==> src/rtl/sync_fifo.sv <==
// sync_fifo: single-clock FIFO with registered or FWFT read, thresholds, occupancy count and sticky errors
module sync_fifo #(
  parameter int DATA_WIDTH    = 32,
  parameter int ADDR_WIDTH    = 5,
  parameter bit FWFT          = 1'b0,
  parameter int AFULL_THRESH  = 2**ADDR_WIDTH - 4,
  parameter int AEMPTY_THRESH = 4
) (
  input  logic                  i_clk,
  input  logic                  i_rst,
  input  logic                  i_wr_en,
  input  logic [DATA_WIDTH-1:0] i_wr_data,
  input  logic                  i_rd_en,
  output logic [DATA_WIDTH-1:0] o_rd_data,
  output logic                  o_full,
  output logic                  o_empty,
  output logic                  o_almost_full,
  output logic                  o_almost_empty,
  output logic [ADDR_WIDTH:0]   o_count,
  output logic                  o_overflow,
  output logic                  o_underflow
);
  localparam int DEPTH = 2**ADDR_WIDTH;
  localparam logic [ADDR_WIDTH:0] af_lvl = AFULL_THRESH[ADDR_WIDTH:0];
  localparam logic [ADDR_WIDTH:0] ae_lvl = AEMPTY_THRESH[ADDR_WIDTH:0];
  localparam logic [ADDR_WIDTH:0] wrap = {1'b1, {ADDR_WIDTH{1'b0}}};
  localparam logic [ADDR_WIDTH:0] zero = '0;

  if (AEMPTY_THRESH < 0 || AEMPTY_THRESH >= AFULL_THRESH || AFULL_THRESH > DEPTH) begin : g_bad_thresh
    $error("sync_fifo: thresholds must satisfy 0 <= AEMPTY_THRESH < AFULL_THRESH <= DEPTH");
  end

  logic [DATA_WIDTH-1:0] mem [DEPTH];
  logic [ADDR_WIDTH:0] wr_ptr, rd_ptr, wr_nxt, rd_nxt, count_nxt;
  logic wr_acc, rd_acc;

  assign wr_acc    = i_wr_en & ~o_full;
  assign rd_acc    = i_rd_en & ~o_empty;
  assign wr_nxt    = wr_ptr + {zero[ADDR_WIDTH:1], wr_acc};
  assign rd_nxt    = rd_ptr + {zero[ADDR_WIDTH:1], rd_acc};
  assign count_nxt = o_count + {zero[ADDR_WIDTH:1], wr_acc} - {zero[ADDR_WIDTH:1], rd_acc};

  // storage is left unreset so it maps onto block RAM
  always_ff @(posedge i_clk)
    if (wr_acc) mem[wr_ptr[ADDR_WIDTH-1:0]] <= i_wr_data;

  // pointers, count and all flags advance together from the next-state values
  always_ff @(posedge i_clk) begin
    if (i_rst) begin
      wr_ptr         <= '0;
      rd_ptr         <= '0;
      o_count        <= '0;
      o_full         <= 1'b0;
      o_empty        <= 1'b1;
      o_almost_full  <= 1'b0;
      o_almost_empty <= 1'b1;
      o_overflow     <= 1'b0;
      o_underflow    <= 1'b0;
    end else begin
      wr_ptr         <= wr_nxt;
      rd_ptr         <= rd_nxt;
      o_count        <= count_nxt;
      o_full         <= (wr_nxt ^ rd_nxt) == wrap;
      o_empty        <= wr_nxt == rd_nxt;
      o_almost_full  <= count_nxt >= af_lvl;
      o_almost_empty <= count_nxt <= ae_lvl;
      o_overflow     <= o_overflow | (i_wr_en & o_full);
      o_underflow    <= o_underflow | (i_rd_en & o_empty);
    end
  end

  if (FWFT) begin : g_fwft
    assign o_rd_data = mem[rd_ptr[ADDR_WIDTH-1:0]];
  end else begin : g_reg
    // registered read: capture the head on each accepted pop, hold otherwise
    always_ff @(posedge i_clk)
      if (i_rst) o_rd_data <= '0;
      else if (rd_acc) o_rd_data <= mem[rd_ptr[ADDR_WIDTH-1:0]];
  end
endmodule

==> config.mk <==
export PLATFORM = sky130hd
export DESIGN_NAME = sync_fifo
export DESIGN_NICKNAME = d
export VERILOG_FILES = /design/src/rtl/sync_fifo.sv
export SDC_FILE = /design/constraint.sdc
export NUM_CORES = 1
export LEC_CHECK = 0
export BUFFER_PORTS_ARGS = -buffer_cell sky130_fd_sc_hd__buf_2
export CORE_MARGIN = 8
export CORE_UTILIZATION = 45
export DETAILED_ROUTE_END_ITERATION = 16
export GPL_ROUTABILITY_DRIVEN = 0
export PLACE_DENSITY = 0.71
export SYNTH_ARGS = -nofsm -noshare
export SYNTH_HDL_FRONTEND = slang
export SYNTH_SLANG_ARGS = --single-unit
==> constraint.sdc <==
create_clock -name i_clk -period 3.4 [get_ports i_clk]
set_input_delay 0.34 -clock i_clk [delete_from_list [all_inputs] [get_ports i_clk]]
set_output_delay 0.34 -clock i_clk [all_outputs]
set_load 0.02 [all_outputs]
==> flow_metrics.env <==
export IMPL_status="complete, no violations"
export IMPL_synth_compound_area_share_pct=2.16
export IMPL_dr_first_iter_drc_count=2605
export IMPL_cts_sinks=1080
export IMPL_yosysMostFrequentCell="edfxtp_1"
export IMPL_grt_pass1_wl_um=145000
export IMPL_synth_edf_count=1024
export IMPL_synthArstFlopShare_pct=0
export IMPL_drive_gt1_share_pct=23.9
export IMPL_pin_count=80
export IMPL_first_pass_iters=6
export IMPL_startpoint_type="register"
export IMPL_setup_tns_final_ns=0
export IMPL_clk_pin_slew_ns=0.06
export IMPL_track_usage_pct=19.0
export IMPL_grt_ovfl_total=0
export IMPL_slowest_stage="buf_4"
export IMPL_crit_end="o_full"
export IMPL_leakagePower_nw=14.3
export IMPL_crit_start="o_empty"
export IMPL_vias=20900
export IMPL_yosysWarnings=0
export IMPL_final_area_sq_mm=0.0470
export IMPL_yosys_area_share_simple_pct=3.21
export IMPL_vdd_ir_drop_max_mv=0.445
export IMPL_crit_chain="nand2b_1 > buf_4 > inv_1 > buf_4 > ha_1 > ha_1 > nand3_1 > xor2_1 > xnor2_1 > nand4_1 > nor4b_1"
export IMPL_reg2reg_depth=11
export IMPL_timing_slew_headroom_pct=39.9
export IMPL_cts_tree="built"
export IMPL_routed_via_density=5.98
export IMPL_reg2reg_to="o_full"
export IMPL_arrival_ns=3.24
export IMPL_avgSynthCellArea_sq_um=20.0
export IMPL_required_ns=3.93
export IMPL_ys_types=39
export IMPL_cts_made_buffers=103
export IMPL_regToRegStartpoint="o_empty"
export IMPL_synth_ff_type="edfxtp_1"
export IMPL_path_class="register to register"
export IMPL_clk_path_buf_depth=3
export IMPL_synth_mux_area_share_pct=15.7
export IMPL_placed_cell_area_sq_mm=0.0438
export IMPL_synthAdderAreaFrac_pct=0.319
export IMPL_route_antenna_remaining_nets=0
export IMPL_synth_top_cells_by_count="edfxtp_1 (1024), mux4_2 (192), mux2i_1 (185)"
export IMPL_rows=111
export IMPL_synth_top_family_by_area="multiplexers"
export IMPL_grt_max_degree=96
export IMPL_period_needed_ns=2.71
export IMPL_cap_violations=0
export IMPL_crit_fanout=37
export IMPL_clock_fmax_ghz=0.369
export IMPL_hold_class="input port to register"
export IMPL_rsz0062_at_grt="false"
export IMPL_dp_hpwl_um=55900
export IMPL_drc_errors=0
export IMPL_syn_cell_area_sq_mm=0.0416
export IMPL_grt_pass1_vias=21200
export IMPL_syn_inst=2081
export IMPL_synth_top_area_cell="edfxtp_1"
export IMPL_fin_skew_ns=0.0218
export IMPL_hold_violations=0
export IMPL_synthTopCellsByArea="edfxtp_1 (74%), mux4_2 (10%), mux2i_1 (4.5%)"
export IMPL_die_w_um=320
export IMPL_htree_levels=3
export IMPL_core_sq_mm=0.0917
export IMPL_r2r_slack_ns=0.69
export IMPL_clockRootBuffer="clkbuf_16"
export IMPL_wl_per_cell_um=28.3
export IMPL_synth_seq_cells=1080
export IMPL_antenna_found_initial=2
export IMPL_slew_violations=0
export IMPL_portBuffers=79
export IMPL_period_share_pct=79.7
export IMPL_synthXorXnorAreaFrac_pct=0.400
export IMPL_cp_end_kind="register"
export IMPL_antenna_cells=0
export IMPL_initial_core_util_pct=45.3
export IMPL_setup_viol=0
export IMPL_synth_net_count=2127
export IMPL_hp_start="i_wr_data[7]"
export IMPL_wl_um=98700
export IMPL_powerDensity_mw_per_mm2=605
export IMPL_syn2layout_area_growth_pct=13.2
export IMPL_synth_top_area_share_pct=74.0
export IMPL_nFillCells=7087
export IMPL_tightest_slew_ns=0.900
export IMPL_dieArea_sq_mm=0.102
export IMPL_final_nets=2270
export IMPL_critical_path_max_stage_delay_ns=0.44
export IMPL_die_y_um=320
export IMPL_ys_seq_area_share_pct=76.7
export IMPL_worst_skew_pair_late_latency_ns=0.66
## flip-flops by register name, summed over array words and instances, names as in the netlist
register	cells
o_overflow	1
o_empty	1
o_underflow	1
wr_ptr	6
o_count	6
rd_ptr	6
mem	1024
o_almost_empty	1
o_rd_data	32
o_full	1
o_almost_full	1
## where the power goes
part | switching, mW | internal [mW] | leakage [nW]
registers | 0.160 | 14.7 | 9.69
logic | 1.52 | 1.10 | 3.09
clock network | 4.68 | 6.24 | 1.57
total | 6.36 | 22.1 | 14.3
## worst max-delay path: cells and delay by family, from the launching register on
| family | cells | cell delay (ns) |
|---|---|---|
| XOR/XNOR | 2 | 0.41 |
| AND/OR/NAND/NOR | 4 | 0.69 |
| buffers and inverters | 3 | 0.70 |
| flip-flops | 1 | 0.32 |
| adder cells (fa/ha/maj) | 2 | 0.47 |
## routing by layer
layer	global-route usage [%]	vias up	part of all wire [%]
li1	-	8737	-
met1	26.6	10900	41
met2	30.2	1022	47
met3	4.12	172	9.4
met4	5.36	0	2.7
met5	0	-	0
## how the worst min path moves through the flow
stage | end | slack (ns) | cells past startpoint
6_report | mem[27][7] | 0.18 | 1
5_1_grt | mem[8][7] | 0.16 | 1
4_1_cts | mem[27][7] | 0.15 | 1
3_5_place_dp | o_overflow | 0.50 | 2
3_3_place_gp | o_underflow | 0.49 | 2
2_1_floorplan | mem[0][0] | 0.44 | 0
## cells by family after synthesis
group / Yosys count
mux: 409
xor+xnor: 19
buf+inv: 125
flops: 1080
compound gates: 144
simple gates: 294
fa+ha+maj: 10
## area by class of cell
type	instances	area, sq um	area share (%)
Inverter	12	45.0	0.0957
Tap cell	1186	1480	3.15
Clock inverter	32	283	0.601
Timing Repair Buffer	151	1100	2.35
Multi-Input combinational cell	876	9320	19.8
Clock buffer	155	2930	6.24
Sequential cell	1080	31900	67.8
## per-stage QoR
step / power (mW) / setup slack [ns] / hold WS [ns] / utilization, % / cells
after floorplan: 16.9 / 0.502 / 0.439 / - / 2081
after detailed placement: 17.8 / 0.601 / 0.496 / 47.8 / 3303
final: 28.4 / 0.689 / 0.181 / 51.3 / 3492
after global routing: 29.3 / 0.485 / 0.159 / 51.3 / 3492
after global placement: 17.7 / 0.723 / 0.492 / 47.8 / 3303
after CTS: 28.6 / 0.653 / 0.147 / 51.3 / 3492
## cells in the final DEF (no fill, tap or decap), types with 5 or more instances in the layout
cell type	count
nand2b_1	5
or4_1	26
clkinv_1	14
nor2_4	32
clkinv_2	8
clkbuf_8	14
mux4_2	192
clkbuf_16	104
inv_1	12
nor2_1	93
buf_4	57
o211ai_1	26
o21ai_1	7
xnor2_1	12
o21ai_0	7
a21oi_1	37
mux2i_1	185
o22ai_1	46
nand3_1	32
buf_12	13
nand2_1	76
a211oi_1	8
o31ai_1	8
nor2b_1	13
buf_2	79
dfxtp_1	52
mux2_2	32
edfxtp_1	1024
clkbuf_1	37
xor2_1	7
ha_1	9
## timing repair
action | 4_1_cts | 5_1_grt
hold buffers | 2 | 0
setup buffers | 0 | 0
endpoints found under the hold margin | 2 | 0
gates resized for setup | 0 | 0
(Power assumes the default switching activity.)
